===== src/rtl/rv_i2c_target.sv =====
// Single-address I2C target: filters the bus, decodes START/STOP, ACKs its address
// and moves bytes through rx/tx valid/ready streams, stretching SCL when stalled.
module rv_i2c_target #(
    parameter logic [6:0]  ADDRESS       = 7'h42,
    parameter int unsigned FILTER_CYCLES = 3
) (
    input  logic       clk,
    input  logic       rst,
    input  logic       scl_i,
    output logic       scl_t,
    output logic       scl_o,
    input  logic       sda_i,
    output logic       sda_t,
    output logic       sda_o,
    output logic       rx_valid,
    input  logic       rx_ready,
    output logic [7:0] rx_data,
    output logic       rx_first,
    input  logic       tx_valid,
    output logic       tx_ready,
    input  logic [7:0] tx_data,
    output logic       busy,
    output logic       stop_pulse
);

    typedef enum logic [3:0] {
        IDLE, ADDR, ADDR_ACK, WR_DATA, WR_ACK, RD_LOAD, RD_DATA, RD_ACK, WAIT_STOP
    } state_e;

    localparam int unsigned CW = $clog2(FILTER_CYCLES + 1);

    // Index 0 carries SCL, index 1 carries SDA through sync, filter and edge stages.
    logic [1:0]    sync1_q, sync1_d, sync2_q, sync2_d, filt_q, filt_d, prev_q, prev_d;
    logic [CW-1:0] cnt_q [2];
    logic [CW-1:0] cnt_d [2];

    state_e      state_q, state_d;
    logic [3:0]  bit_cnt_q, bit_cnt_d;
    logic [7:0]  shift_q, shift_d, tx_shift_q, tx_shift_d, rx_data_q, rx_data_d;
    logic        rw_q, rw_d, first_q, first_d, rx_valid_q, rx_valid_d;
    logic        rx_first_q, rx_first_d, busy_q, busy_d, stop_pulse_q, stop_pulse_d;
    logic        sda_drive_q, sda_drive_d, scl_hold_q, scl_hold_d;
    logic        scl_f, sda_f, scl_rise, scl_fall, start_det, stop_det, rx_free;

    always_comb begin
        sync1_d = {sda_i, scl_i};
        sync2_d = sync1_q;
        prev_d  = filt_q;
        for (int i = 0; i < 2; i++) begin
            filt_d[i] = filt_q[i];
            cnt_d[i]  = '0;
            if (sync2_q[i] != filt_q[i]) begin
                if (cnt_q[i] == CW'(FILTER_CYCLES - 1)) begin
                    filt_d[i] = sync2_q[i];
                end else begin
                    cnt_d[i] = cnt_q[i] + CW'(1);
                end
            end
        end
    end

    assign scl_f     = filt_q[0];
    assign sda_f     = filt_q[1];
    assign scl_rise  = scl_f & ~prev_q[0];
    assign scl_fall  = ~scl_f & prev_q[0];
    assign start_det = scl_f & prev_q[1] & ~sda_f;
    assign stop_det  = scl_f & ~prev_q[1] & sda_f;
    assign rx_free   = ~rx_valid_q | rx_ready;

    always_comb begin
        state_d      = state_q;
        bit_cnt_d    = bit_cnt_q;
        shift_d      = shift_q;
        tx_shift_d   = tx_shift_q;
        rx_data_d    = rx_data_q;
        rw_d         = rw_q;
        first_d      = first_q;
        rx_valid_d   = rx_valid_q & ~rx_ready;
        rx_first_d   = rx_first_q;
        busy_d       = busy_q;
        stop_pulse_d = 1'b0;
        sda_drive_d  = sda_drive_q;
        scl_hold_d   = scl_hold_q;
        tx_ready     = 1'b0;

        case (state_q)
            ADDR: begin
                if (scl_rise) begin
                    shift_d   = {shift_q[6:0], sda_f};
                    bit_cnt_d = bit_cnt_q + 4'd1;
                end else if (scl_fall && bit_cnt_q == 4'd8) begin
                    if (shift_q[7:1] == ADDRESS) begin
                        sda_drive_d = 1'b1;
                        busy_d      = 1'b1;
                        first_d     = 1'b1;
                        rw_d        = shift_q[0];
                        state_d     = ADDR_ACK;
                    end else begin
                        busy_d  = 1'b0;
                        state_d = WAIT_STOP;
                    end
                end
            end
            ADDR_ACK: begin
                if (scl_fall) begin
                    sda_drive_d = 1'b0;
                    bit_cnt_d   = 4'd0;
                    state_d     = rw_q ? RD_LOAD : WR_DATA;
                end
            end
            WR_DATA: begin
                if (scl_rise) begin
                    shift_d   = {shift_q[6:0], sda_f};
                    bit_cnt_d = bit_cnt_q + 4'd1;
                end else if ((scl_fall && bit_cnt_q == 4'd8) || scl_hold_q) begin
                    // Stretch until the consumer frees the holding register.
                    if (rx_free) begin
                        rx_data_d   = shift_q;
                        rx_valid_d  = 1'b1;
                        rx_first_d  = first_q;
                        first_d     = 1'b0;
                        sda_drive_d = 1'b1;
                        scl_hold_d  = 1'b0;
                        state_d     = WR_ACK;
                    end else begin
                        scl_hold_d = 1'b1;
                    end
                end
            end
            WR_ACK: begin
                if (scl_fall) begin
                    sda_drive_d = 1'b0;
                    bit_cnt_d   = 4'd0;
                    state_d     = WR_DATA;
                end
            end
            RD_LOAD: begin
                if (tx_valid) begin
                    tx_ready    = 1'b1;
                    tx_shift_d  = tx_data;
                    sda_drive_d = ~tx_data[7];
                    scl_hold_d  = 1'b0;
                    bit_cnt_d   = 4'd0;
                    state_d     = RD_DATA;
                end else begin
                    scl_hold_d = 1'b1;
                end
            end
            RD_DATA: begin
                if (scl_rise) begin
                    bit_cnt_d = bit_cnt_q + 4'd1;
                end else if (scl_fall) begin
                    if (bit_cnt_q == 4'd8) begin
                        sda_drive_d = 1'b0;
                        bit_cnt_d   = 4'd0;
                        state_d     = RD_ACK;
                    end else begin
                        tx_shift_d  = {tx_shift_q[6:0], 1'b0};
                        sda_drive_d = ~tx_shift_q[6];
                    end
                end
            end
            RD_ACK: begin
                if (scl_rise) begin
                    if (sda_f) begin
                        state_d = WAIT_STOP;
                    end else begin
                        bit_cnt_d = 4'd1;
                    end
                end else if (scl_fall && bit_cnt_q == 4'd1) begin
                    state_d = RD_LOAD;
                end
            end
            default: ;
        endcase

        if (start_det) begin
            state_d     = ADDR;
            bit_cnt_d   = 4'd0;
            sda_drive_d = 1'b0;
            scl_hold_d  = 1'b0;
            tx_ready    = 1'b0;
        end else if (stop_det) begin
            state_d      = IDLE;
            sda_drive_d  = 1'b0;
            scl_hold_d   = 1'b0;
            tx_ready     = 1'b0;
            busy_d       = 1'b0;
            stop_pulse_d = busy_q;
        end
    end

    always_ff @(posedge clk or posedge rst) begin
        if (rst) begin
            sync1_q      <= 2'b11;
            sync2_q      <= 2'b11;
            filt_q       <= 2'b11;
            prev_q       <= 2'b11;
            cnt_q[0]     <= '0;
            cnt_q[1]     <= '0;
            state_q      <= IDLE;
            bit_cnt_q    <= 4'd0;
            shift_q      <= 8'd0;
            tx_shift_q   <= 8'd0;
            rx_data_q    <= 8'd0;
            rw_q         <= 1'b0;
            first_q      <= 1'b0;
            rx_valid_q   <= 1'b0;
            rx_first_q   <= 1'b0;
            busy_q       <= 1'b0;
            stop_pulse_q <= 1'b0;
            sda_drive_q  <= 1'b0;
            scl_hold_q   <= 1'b0;
        end else begin
            sync1_q      <= sync1_d;
            sync2_q      <= sync2_d;
            filt_q       <= filt_d;
            prev_q       <= prev_d;
            cnt_q[0]     <= cnt_d[0];
            cnt_q[1]     <= cnt_d[1];
            state_q      <= state_d;
            bit_cnt_q    <= bit_cnt_d;
            shift_q      <= shift_d;
            tx_shift_q   <= tx_shift_d;
            rx_data_q    <= rx_data_d;
            rw_q         <= rw_d;
            first_q      <= first_d;
            rx_valid_q   <= rx_valid_d;
            rx_first_q   <= rx_first_d;
            busy_q       <= busy_d;
            stop_pulse_q <= stop_pulse_d;
            sda_drive_q  <= sda_drive_d;
            scl_hold_q   <= scl_hold_d;
        end
    end

    assign scl_t      = ~scl_hold_q;
    assign scl_o      = 1'b0;
    assign sda_t      = ~sda_drive_q;
    assign sda_o      = 1'b0;
    assign rx_valid   = rx_valid_q;
    assign rx_data    = rx_data_q;
    assign rx_first   = rx_first_q;
    assign busy       = busy_q;
    assign stop_pulse = stop_pulse_q;

endmodule


===== config.mk =====
export PLATFORM = sky130hd
export DESIGN_NAME = rv_i2c_target
export DESIGN_NICKNAME = d
export VERILOG_FILES = /design/src/rtl/rv_i2c_target.sv
export SDC_FILE = /design/constraint.sdc
export NUM_CORES = 1
export LEC_CHECK = 0
export BUFFER_PORTS_ARGS = -buffer_cell sky130_fd_sc_hd__buf_4
export CAP_MARGIN = 20
export CORE_UTILIZATION = 40
export CTS_CLUSTER_DIAMETER = 50
export DETAILED_ROUTE_END_ITERATION = 6
export GPL_TIMING_DRIVEN = 1
export PLACE_DENSITY_LB_ADDON = 0.12
export SLEW_MARGIN = 40
export SYNTH_ARGS = -nofsm -noshare
export SYNTH_HDL_FRONTEND = slang
export SYNTH_SLANG_ARGS = --single-unit

===== constraint.sdc =====
create_clock -name clk -period 3.45 [get_ports clk]
set_input_delay 0.1725 -clock clk [delete_from_list [all_inputs] [get_ports clk]]
set_output_delay 0.1725 -clock clk [all_outputs]
set_load 0.005 [all_outputs]

# --- After elaboration in Yosys (flattened, before gate mapping) ---
# Cells that the tools add are included.
op_classes:
  order_cmp: 0
  eq_ne: 46
  n_div: 0
  add_sub_neg: 3
  n_mul: 0
  n_shift: 0
  reduce_logical: 22
  bitwise_logic: 19
  muxes: 79
op_table:
  columns: ["operator", "count"]
  rows:
  - ["$mux W4", 26]
  - ["$ne A4 B4 Y1 const B", 14]
  - ["$mux W1", 38]
  - ["$mux W7", 4]
  - ["$pmux W4 S7", 1]
  - ["$ne A2 B2 Y1 const B", 10]
  - ["$pmux W4 S5", 1]
  - ["$eq A4 B3 Y1 const B", 4]
  - ["$pmux W7 S2", 1]
  - ["$reduce_and A14 Y1", 1]
  - ["$not A1 Y1", 11]
  - ["$reduce_and A11 Y1", 1]
  - ["$ne A5 B5 Y1 const B", 2]
  - ["$ne A3 B3 Y1 const B", 3]
  - ["$reduce_bool A9 Y1", 1]
  - ["$eq A4 B1 Y1 const B", 2]
  - ["$eq A4 B2 Y1 const B", 2]
  - ["$mux W2", 4]
  - ["$reduce_and A4 Y1", 2]
  - ["$reduce_and A8 Y1", 1]
  - ["$and A1 B1 Y1", 7]
  - ["$eq A7 B7 Y1 const B", 1]
  - ["$reduce_and A7 Y1", 1]
  - ["$reduce_bool A7 Y1", 1]
  - ["20 further kinds", 30]
word_totals:
  n_memories: 0
  latch_bits: 0
  ff_bits: 51
  ramBits: 0
  rom_bits: 0

# --- Depth between registers and ports, before layout ---
# Gate-level depths: netlist of run 1.
logic_depth:
  depth_word: 9
  ltp_mapped: 8

# --- Worst setup path before layout of run 1 ---
# No wires, ideal clock.
synth_path:
  path_kind: "register to register"
  startpoint: "reg filt_q[0]"
  endpoint: "reg state_q[0]"
  path_buffers: 0
  required_time_ps: 3324
  arrival_ps: 1958
  stages_incl_launch_ff: 8
  slack_ps: 1366
  synth_period_minus_slack_ps: 2084
  path_cell_list: "dfstp_2 inv_1 ha_1 nand2b_1 nor4b_1 or4_4 and2_1 o32a_1"
synth_via:
  elab_chain_len: 6
  elab_cells_between_ends: 29
  classes_between: "13 x eq/ne; 4 x mux; 7 x bitwise; 5 x reduce/logical"
synth_lines:
  columns: ["element", "line", "rtl"]
  rows:
  - ["from (decl)", "33", "logic [1:0] sync1_q, sync1_d, sync2_q, sync2_d, filt_q, filt_d, prev_q, prev_d;"]
  - ["from (signal assigned)", "217", "filt_q <= filt_d;"]
  - ["$not A1 Y1", "65", "assign scl_fall = ~scl_f & prev_q[0];"]
  - ["$and A1 B1 Y1", "65", null]
  - ["$logic_and A1 B1 Y1", "91, 115", null]
  - ["$logic_or A1 B1 Y1", "115", "end else if ((scl_fall && bit_cnt_q == 4'd8) || scl_hold_q) begin"]
  - ["$ne A4 B4 Y1 (no line)", null, null]
  - ["$reduce_and A14 Y1 (no line)", null, null]
  - ["to (signal assigned)", "221", "state_q <= state_d;"]
  - ["to (decl)", "37", "state_e state_q, state_d;"]
# Parallel ways exist; a longest one is shown, timed or not.
# A chain may end at the register's enable or synchronous reset.

# --- Final worst setup path of run 1 ---
# Same ends and word-level chain as after synthesis.

==> results of run 1 <==
==> critical path, stage by stage, from the launching register on <==
cell	delay [ns]
sky130_fd_sc_hd__dfstp_2	0.62
sky130_fd_sc_hd__ha_1	0.51
sky130_fd_sc_hd__nand2b_1	0.22
sky130_fd_sc_hd__nor4b_1	0.07
sky130_fd_sc_hd__or4_4	0.49
sky130_fd_sc_hd__and2_1	0.19
sky130_fd_sc_hd__o32a_1	0.28
==> placed cells by master, fill, tap and decap left out, types with 4 or more instances in the layout <==
master and count:
sky130_fd_sc_hd__dfrtp_1 43, sky130_fd_sc_hd__buf_4 32, sky130_fd_sc_hd__nor2_1 17, sky130_fd_sc_hd__nand2_1 16
sky130_fd_sc_hd__a21oi_1 15, sky130_fd_sc_hd__inv_1 12, sky130_fd_sc_hd__mux2_2 10, sky130_fd_sc_hd__mux2_4 9
sky130_fd_sc_hd__nand3_1 8, sky130_fd_sc_hd__dfstp_2 8, sky130_fd_sc_hd__mux2i_1 7, sky130_fd_sc_hd__o21ai_0 7
sky130_fd_sc_hd__nor3_1 5, sky130_fd_sc_hd__ha_1 5, sky130_fd_sc_hd__clkbuf_8 5, sky130_fd_sc_hd__nand2b_1 4
sky130_fd_sc_hd__nor2b_1 4, sky130_fd_sc_hd__o21ai_1 4
==> synthesized netlist by cell type, types with 5 or more instances <==
cell,instances,share of area
sky130_fd_sc_hd__dfrtp_1,43,0.39
sky130_fd_sc_hd__nor2_1,17,0.023
sky130_fd_sc_hd__mux2_2,10,0.041
sky130_fd_sc_hd__mux2_4,9,0.049
sky130_fd_sc_hd__inv_1,13,0.018
sky130_fd_sc_hd__dfstp_2,8,0.076
sky130_fd_sc_hd__mux2i_1,7,0.025
sky130_fd_sc_hd__a21oi_1,15,0.027
sky130_fd_sc_hd__buf_4,5,0.014
sky130_fd_sc_hd__nand3_1,8,0.015
sky130_fd_sc_hd__nor3_1,5,0.0091
sky130_fd_sc_hd__o21ai_0,7,0.013
sky130_fd_sc_hd__ha_1,5,0.023
sky130_fd_sc_hd__nand2_1,16,0.022
==> layout make-up <==
| type | count | area share |
|---|---|---|
| multi-input combinational | 177 | 0.421 |
| sequential | 51 | 0.410 |
| timing repair buffer | 35 | 0.0862 |
| tap | 77 | 0.0307 |
| clock buffer | 6 | 0.0231 |
| inverter | 14 | 0.0168 |
| clock inverter | 2 | 0.0124 |
==> per-layer routing <==
layer | vias up | track usage | wire length [um]
met5 | - | 0 | 0
met1 | 976 | 0.240 | 2790
met3 | 5 | 0.0350 | 236
met4 | 0 | 0.0524 | 64
met2 | 46 | 0.280 | 2560
li1 | 967 | - | -
==> power by group <==
group          internal (uW)  switching, uW  total, uW
sequential               719            145        864
combinational            280            335        615
clock                    220            212        432
total                   1220            692       1910
==> worst min path at each step <==
stage	depth (start not counted)	start	endpoint	slack, ns
4_1_cts	3	tx_data[0]	tx_shift_q[0]$_DFFE_PP0P_	0.13
3_3_place_gp	1	scl_i	sync1_q[0]$_DFF_PP1_	0.28
6_report	3	tx_data[0]	tx_shift_q[0]$_DFFE_PP0P_	0.14
3_5_place_dp	1	sda_i	sync1_q[1]$_DFF_PP1_	0.28
5_1_grt	3	tx_data[0]	tx_shift_q[0]$_DFFE_PP0P_	0.14
2_1_floorplan	0	scl_i	sync1_q[0]$_DFF_PP1_	0.18
==> kinds of logic after synthesis <==
kind of cell,share of synthesized area
compound gates,0.155
flops,0.467
mux,0.115
buf+inv,0.0550
xor+xnor,0.00954
simple gates,0.174
other cells,0.00136
fa+ha+maj,0.0227
==> stage by stage <==
step	utilization	worst slack (ns)	cell area (um2)	cells	hold WS (ns)
2_1_floorplan	-	1.37	2760	256	0.177
3_3_place_gp	0.461	1.03	3000	351	0.281
3_5_place_dp	0.461	0.960	3000	351	0.282
4_1_cts	0.483	0.939	3140	362	0.132
5_1_grt	0.483	0.790	3140	362	0.145
6_report	0.483	0.961	3140	362	0.137
==> registers in the layout, indices dropped and copies added (netlist names), 4 cells and up <==
| signal | count |
|---|---|
| cnt_q | 4 |
| rx_data | 8 |
| tx_shift_q | 7 |
| bit_cnt_q | 4 |
| shift_q | 8 |
| state_q | 4 |
==> timing repair <==
action,4_1_cts,5_1_grt
resized for setup,0,0
hold buffers,3,0
endpoints found under the hold margin,33,0
==> results.md, run 1 <==
| Stage | Result | Value |
|---|---|---|
| status | Run status | finished clean |
| critical path | R2R cell count | 6 |
| placed design | # port buffers | 28 |
| floorplanning | Number of placement rows | 29 |
| critical path | Slack of the worst reg-to-reg path | 0.96 ns |
| global route | Vias in the first global route | 2032 |
| cts | Clock latency reported for the late side of the worst-skew pair | 0.31 ns |
| sta | Maximum achievable frequency | 0.402 GHz |
| cts | Number of buffers created by CTS | 5 |
| floorplanning | Core Area | 6490 um2 |
| run | # Max-Cap Violations | 0 |
| placed design | Detailed-placement wirelength estimate | 3920 um |
| sta | Post-route minimum period | 2.49 ns |
| logic synthesis | Sequential cell area fraction in the yosys report | 0.467 |
| critical path | Critical R2R Launch | filt_q[0]$_DFFE_PP1P_ |
| route | Violation count after the first detailed-routing iteration | 132 |
| final layout | Share of layout cells above drive strength 1 | 0.302 |
| logic synthesis | Synthesized area | 2750 um2 |
| route | Routed vias/inst | 5.51 |
| final layout | Area of combinational cells with multiple inputs | 1320 um2 |
| logic synthesis | Async S/R FF share, synth | 1.00 |
| final layout | Number of filler cells placed in the layout | 602 |
| logic synthesis | Synth Instances | 255 |
| route | DRC errors left | 0 |
| floorplanning | Die boundary height | 85.0 um |
| cts | Postcts setup bufs | 0 |
| floorplanning | Die X | 85.0 um |
| floorplanning | Ports | 31 |
| logic synthesis | Register bit count reported by yosys | 51 |
| global route | Maximum number of pins on one net before global-route repair | 33 |
| route | Via count of the routed design | 1994 |
| global route | Remaining global-route overflow | 0 |
| sta | Unrepaired setup endpoints after global routing | false |
| cts | Total clock sinks | 51 |
| sta | Number of setup violations in the final report | 0 |
| cts | Root Buffer | sky130_fd_sc_hd__clkbuf_8 |
| sta | Clk_skew | 0.00535 ns |
| power | Maximum ir drop on the vdd rail | 0.000182 V |
| final layout | Number of antenna diodes | 0 |
| route | Number of detailed-route iterations in the first pass | 4 |
| critical path | Worst Setup Path Type | reg -> reg |
| critical path | Worst path arrival time | 2.69 ns |
| power | Overall power consumption | 1910 uW |
| sta | Measured slew at the worst slew-check pin | 0.674 ns |
| critical path | Critical path launch point | filt_q[0]$_DFFE_PP1P_ |
| placed design | Final RePlAce weighted congestion | 0.831 |
| critical path | Element type at the critical path end | flip-flop |
| cts | CTS H-Tree Depth | 2 |
| final layout | Register cell area after layout | 1290 um2 |
| floorplanning | Effective utilization at floorplan | 0.424 |
| critical path | Worst setup SP type | flip-flop |
| global route | Number of antenna violations at the first check in global routing | 0 |
| sta | Tightest slew margin relative to the limit | 0.550 |
| logic synthesis | Post-synth EDFFs | 0 |
| critical path | Crit Path Max Fanout | 15 |
| final layout | Synth-to-Final Area Change | 13.9% |
| global route | Total routing resource utilization after global routing | 0.175 |
| critical path | Timing endpoint of the critical path | state_q[0]$_DFFE_PP0P_ |
| logic synthesis | Post-synthesis area per instance | 10.8 um2 |
| cts | Number of buffers between clock root and the deepest sink | 2 |
| logic synthesis | Post-synth top flop | sky130_fd_sc_hd__dfrtp_1 |
| power | Leakage dissipation | 0.00145 uW |
| logic synthesis | Number of synthesis warnings | 0 |
| floorplanning | Floorplan die area | 7220 um2 |
| global route | Wire length of the first global-routing pass | 10000 um |
| sta | Final Slew Violations | 0 |
| sta | Final setup TNS | 0 ns |
| cts | CTS tree | yes |
| logic synthesis | Number of distinct standard cells referenced by the synthesized netlist | 66 |
| route | Routed length per instance | 15.6 um |
| power | Cell area power density | 609 nW/um2 |
| route | WL final | 5650 um |
| critical path | Reg-to-reg critical path endpoint | state_q[0]$_DFFE_PP0P_ |
| route | Antenna Violating Nets Remaining | 0 |
| critical path | WP data required | 3.65 ns |
| sta | Endpoints failing hold | 0 |
| worst hold path | Kind of path behind the tightest hold check | in -> reg |
| sta | Fin crit share | 0.721 |
| cts | Clock transition at the registers of the reported paths | 0.10 ns |
| final layout | Count of nets after finishing | 303 |
Note: power is estimated with default switching activity, not from simulation.
==> run 2: changes to the inputs <==
--- a/config.mk
+++ b/config.mk
@@ -5,6 +5,7 @@
 export SDC_FILE = /design/constraint.sdc
 export NUM_CORES = 1
 export LEC_CHECK = 0
+export ABC_AREA = 1
 export BUFFER_PORTS_ARGS = -buffer_cell sky130_fd_sc_hd__buf_4
 export CAP_MARGIN = 20
 export CORE_UTILIZATION = 40
==> constraint.sdc (replaced) <==
create_clock -name clk -period 2.09 [get_ports clk]
set_input_delay 0.1045 -clock clk [delete_from_list [all_inputs] [get_ports clk]]
set_output_delay 0.1045 -clock clk [all_outputs]
set_load 0.005 [all_outputs]
==> run 2 against run 1 <==
Register-to-register slack worse by 0.73 ns. Clock-buffer cell count is 1 lower. Total power is 57% higher. Largest power group unchanged. Flip-flop and latch count stayed put. Core utilization is 0.44 points higher. Largest cell class unchanged. Design area is 6.1% higher. Clock power is 40% higher.
==> results.md, run 2 <==
| Stage | Result | Value | vs previous |
|---|---|---|---|
| logic synthesis | Number of synthesis warnings | 0 | unchanged |
| cts | Root Buffer | sky130_fd_sc_hd__clkbuf_8 | unchanged |
| sta | Unrepaired setup endpoints after global routing | false | unchanged |
| floorplanning | Number of placement rows | 30 | was 29 |
| cts | CTS tree | yes | unchanged |
| logic synthesis | Register bit count reported by yosys | 51 | unchanged |
| final layout | Finished layout cell area | 3330 um2 | was 3140 um2 |
| global route | Global Route met2 Usage | 0.284 | was 0.280 |
| critical path | WP data required | 1.99 ns | was 3.65 ns |
| route | Violation count after the first detailed-routing iteration | 130 | was 132 |
| global route | Vias in the first global route | 2255 | was 2032 |
| worst hold path | Kind of path behind the tightest hold check | in -> reg | unchanged |
| placed design | Setup Slack @ Placement | 0.171 ns | was 0.960 ns |
| floorplanning | Floorplan die area | 7450 um2 | was 7220 um2 |
| logic synthesis | Synthesized area | 2850 um2 | was 2750 um2 |
| sta | Final setup TNS | 0 ns | unchanged |
| sta | Maximum achievable frequency | 0.523 GHz |  |
| critical path | Worst Setup Path Type | reg -> out | was reg -> reg |
| global route | Wire length of the first global-routing pass | 11000 um | was 10000 um |
| global route | Number of antenna violations at the first check in global routing | 0 | unchanged |
| worst hold path | Hold Path End | tx_shift_q[0]$_DFFE_PP0P_ | unchanged |
| global route | Met1 GRT Util | 0.276 | was 0.240 |
| critical path | Largest delay share family, worst path | flip-flops | was simple AND/OR/NAND/NOR gates |
| route | Via count of the routed design | 2342 | was 1994 |
| logic synthesis | Async S/R FF share, synth | 1.00 | unchanged |
| route | Routed length per instance | 12.8 um | was 15.6 um |
| critical path | Element type at the critical path end | output port | was flip-flop |
| run | # Max-Cap Violations | 0 | unchanged |
| critical path | Reg-to-reg critical path endpoint | sda_drive_q$_DFFE_PP0P_ | was state_q[0]$_DFFE_PP0P_ |
| critical path | Critical R2R Launch | filt_q[0]$_DFFE_PP1P_ | unchanged |
| sta | Endpoints failing hold | 0 | unchanged |
| logic synthesis | Most instantiated cells after synthesis | 99 x sky130_fd_sc_hd__nand2_1, 51 x sky130_fd_sc_hd__inv_1, 43 x sky130_fd_sc_hd__dfrtp_1 | was 43 x sky130_fd_sc_hd__dfrtp_1, 17 x sky130_fd_sc_hd__nor2_1, 16 x sky130_fd_sc_hd__nand2_1 |
| route | WL final | 6390 um | was 5650 um |
| sta | Hold Slack | 0.0396 ns | was 0.137 ns |
| logic synthesis | Synth area leader | sky130_fd_sc_hd__dfrtp_1 | unchanged |
| logic synthesis | Cell with the most instances after synthesis | sky130_fd_sc_hd__nand2_1 | was sky130_fd_sc_hd__dfrtp_1 |
| critical path | R2R cell count | 10 | was 6 |
| sta | Number of setup violations in the final report | 0 | unchanged |
| logic synthesis | Number of distinct standard cells referenced by the synthesized netlist | 33 | was 66 |
| final layout | Register cell area after layout | 1290 um2 | unchanged |
| final layout | Share of layout cells above drive strength 1 | 0.211 | was 0.302 |
| cts | CTS H-Tree Depth | 2 | unchanged |
| critical path | Cell occurring most often along the worst timing path | sky130_fd_sc_hd__buf_4 |  |
| power | Leakage dissipation | 0.00171 uW | was 0.00145 uW |
| worst hold path | Number of stages on the worst hold path | 3 | unchanged |
| placed design | Detailed-placement wirelength estimate | 4920 um | was 3920 um |
| route | Number of detailed-route iterations in the first pass | 4 | unchanged |
| placed design | # port buffers | 28 | unchanged |
| final layout | Commonest non-fill, non-tap cell in the layout | sky130_fd_sc_hd__nand2_1 | was sky130_fd_sc_hd__dfrtp_1 |
| logic synthesis | Post-synth top area share | 0.378 | was 0.391 |
| logic synthesis | Sequential cell area fraction in the yosys report | 0.452 | was 0.467 |
| worst hold path | Launch instance of the worst min-delay path | tx_data[0] | unchanged |
| global route | Maximum number of pins on one net before global-route repair | 28 | was 33 |
| logic synthesis | Synth Instances | 361 | was 255 |
| power | Maximum ir drop on the vdd rail | 0.000369 V | was 0.000182 V |
| final layout | Number of antenna diodes | 0 | unchanged |
| sta | Clk_skew | 0.00713 ns | was 0.00535 ns |
| logic synthesis | Synth top area cells | sky130_fd_sc_hd__dfrtp_1 38%, sky130_fd_sc_hd__nand2_1 13%, sky130_fd_sc_hd__dfstp_2 7.4% | was sky130_fd_sc_hd__dfrtp_1 39%, sky130_fd_sc_hd__dfstp_2 7.6%, sky130_fd_sc_hd__mux2_4 4.9% |
| sta | Tightest slew margin relative to the limit | 0.627 | was 0.550 |
| cts | Postcts setup bufs | 0 | unchanged |
| sta | Final Slew Violations | 0 | unchanged |
| floorplanning | Core Area | 6830 um2 | was 6490 um2 |
| floorplanning | Die boundary height | 86.3 um | was 85.0 um |
| status | Run status | finished clean | unchanged |
| route | Routed vias/inst | 4.69 | was 5.51 |
| sta | Fin crit share | 0.915 |  |
| critical path | Buffers plus inverters on the worst setup path | 3 | was 0 |
| final layout | Synth-to-Final Area Change | 17.0% | was 13.9% |
| placed design | Final RePlAce weighted congestion | 0.941 | was 0.831 |
| critical path | Worst setup SP type | flip-flop | unchanged |
| power | Cell area power density | 901 nW/um2 | was 609 nW/um2 |
| logic synthesis | Post-synth EDFFs | 0 | unchanged |
| global route | GRT Max-Usage Layer | met2 | unchanged |
| cts | Clock latency reported for the late side of the worst-skew pair | 0.31 ns | about the same |
| critical path | Critical Path Max Stage Delay | 0.61 ns | was 0.62 ns |
| logic synthesis | Post-synthesis area per instance | 7.88 um2 | was 10.8 um2 |
| cts | Number of buffers created by CTS | 5 | unchanged |
| critical path | Worst path arrival time | 1.81 ns | was 2.69 ns |
| global route | Remaining global-route overflow | 0 | unchanged |
| route | Antenna Violating Nets Remaining | 0 | unchanged |
| final layout | Count of nets after finishing | 421 | was 303 |
| floorplanning | Ports | 31 | unchanged |
| global route | Met3 demand-to-capacity share in global routing | 0.0371 | was 0.0350 |
| final layout | Number of filler cells placed in the layout | 713 | was 602 |
| cts | Total clock sinks | 51 | unchanged |
| sta | Post-route minimum period | 1.91 ns |  |
| cts | Number of buffers between clock root and the deepest sink | 2 | unchanged |
| logic synthesis | Post-synth top flop | sky130_fd_sc_hd__dfrtp_1 | unchanged |
| critical path | Max stage delay cell, worst path | sky130_fd_sc_hd__dfstp_2 | unchanged |
| cts | Clock transition at the registers of the reported paths | 0.10 ns | about the same |
| sta | Smallest setup slack after layout | 0.178 ns | was 0.961 ns |
| global route | Total routing resource utilization after global routing | 0.190 | was 0.175 |
| final layout | Area of combinational cells with multiple inputs | 1290 um2 | was 1320 um2 |
| floorplanning | Die X | 86.3 um | was 85.0 um |
| floorplanning | Effective utilization at floorplan | 0.416 | was 0.424 |
| route | DRC errors left | 0 | unchanged |
| sta | Measured slew at the worst slew-check pin | 0.559 ns | was 0.674 ns |
| critical path | Critical-path cell list | inv_1, nand3_4, nand2_1, buf_4, nor2_1, buf_4 | was ha_1, nand2b_1, nor4b_1, or4_4, and2_1, o32a_1 |
| critical path | Slack of the worst reg-to-reg path | 0.23 ns | was 0.96 ns |
| final layout | Highest-count cells in the layout ignoring fill and taps | 99 x sky130_fd_sc_hd__nand2_1, 50 x sky130_fd_sc_hd__inv_1, 43 x sky130_fd_sc_hd__dfrtp_1 | was 43 x sky130_fd_sc_hd__dfrtp_1, 32 x sky130_fd_sc_hd__buf_4, 17 x sky130_fd_sc_hd__nor2_1 |
| critical path | Crit Path Max Fanout | 7 | was 15 |
| placed design | Post-DP Area | 3190 um2 | was 3000 um2 |
-- run 2: cell types whose count changed after synthesis, moves of 6 or more --
cell	delta
sky130_fd_sc_hd__mux2_2	-10
sky130_fd_sc_hd__nand2_1	+83
sky130_fd_sc_hd__mux2_4	-9
sky130_fd_sc_hd__mux2i_1	-7
sky130_fd_sc_hd__nand3_1	+18
sky130_fd_sc_hd__nor2_1	+18
sky130_fd_sc_hd__a21oi_1	-13
sky130_fd_sc_hd__o21ai_0	+18
sky130_fd_sc_hd__nand4_1	+6
sky130_fd_sc_hd__inv_1	+38
sky130_fd_sc_hd__o21ai_2	+6
-- run 2: routing by layer --
metal | part of all wire | up-vias
li1 | - | 1224
met1 | 0.51 | 1065
met2 | 0.44 | 42
met3 | 0.039 | 11
met4 | 0.017 | 0
met5 | 0 | -
-- run 2: through the flow --
stage	power, uW	util	instances
final	3000	0.487	499
after global routing	3270	0.487	499
after CTS	3030	0.485	499
after detailed placement	2410	0.467	488
after global placement	2390	0.467	488
after floorplan	2130	-	362
-- run 2: worst max path at each step --
stage | endpoint | depth (start not counted) | slack [ns] | from
finish | tx_ready | 6 | 0.18 | filt_q[1]$_DFFE_PP1P_
global route | sda_drive_q$_DFFE_PP0P_ | 9 | 0.02 | filt_q[0]$_DFFE_PP1P_
CTS | rx_data[3]$_DFFE_PP0P_ | 7 | 0.17 | prev_q[0]$_DFF_PP1_
detailed placement | rx_data[0]$_DFFE_PP0P_ | 8 | 0.17 | prev_q[0]$_DFF_PP1_
global placement | state_q[1]$_DFFE_PP0P_ | 9 | 0.30 | filt_q[0]$_DFFE_PP1P_
floorplan | state_q[3]$_DFFE_PP0P_ | 9 | 0.26 | filt_q[0]$_DFFE_PP1P_
-- run 2: what timing repair did --
| action | in CTS | in global routing |
|---|---|---|
| hold buffers | 3 | 0 |
| setup endpoints to repair | 0 | 13 |
| endpoints found under the hold margin | 18 | 0 |
| resized for setup | 0 | 3 |
-- run 2: worst reg2reg max path: cells and delay by family (launching register included) --
family	cells	cell delay, ns
adder cells (fa/ha/maj)	1	0.27
buffers and inverters	2	0.14
AND/OR/NAND/NOR	7	0.71
flip-flops	1	0.64
-- run 2: area by class of cell --
type | instances | share of cell area
Clock inverter | 3 | 0.00714
Multi-Input combinational cell | 249 | 0.388
Timing Repair Buffer | 43 | 0.103
Sequential cell | 51 | 0.386
Tap cell | 96 | 0.0361
Inverter | 52 | 0.0586
Clock buffer | 5 | 0.0207
-- run 2: kinds of logic (layout without fill, tap and decap cells) --
family                   count (synthesis)  count (layout)  synth area share
AND/OR/NAND/NOR                        190             190             0.303
buffers and inverters                   62             103             0.100
flip-flops                              51              51             0.452
AO/OA/AOI/OAI                           48              48             0.109
adder cells (fa/ha/maj)                  5               5            0.0220
XOR/XNOR                                 4               4            0.0123
other                                    1               2           0.00132
-- run 2: where the power goes --
group | leakage, uW | switching (uW) | internal (uW)
registers | 0.000640 | 167 | 1170
logic | 0.00103 | 679 | 380
clock network | 0.0000461 | 363 | 243
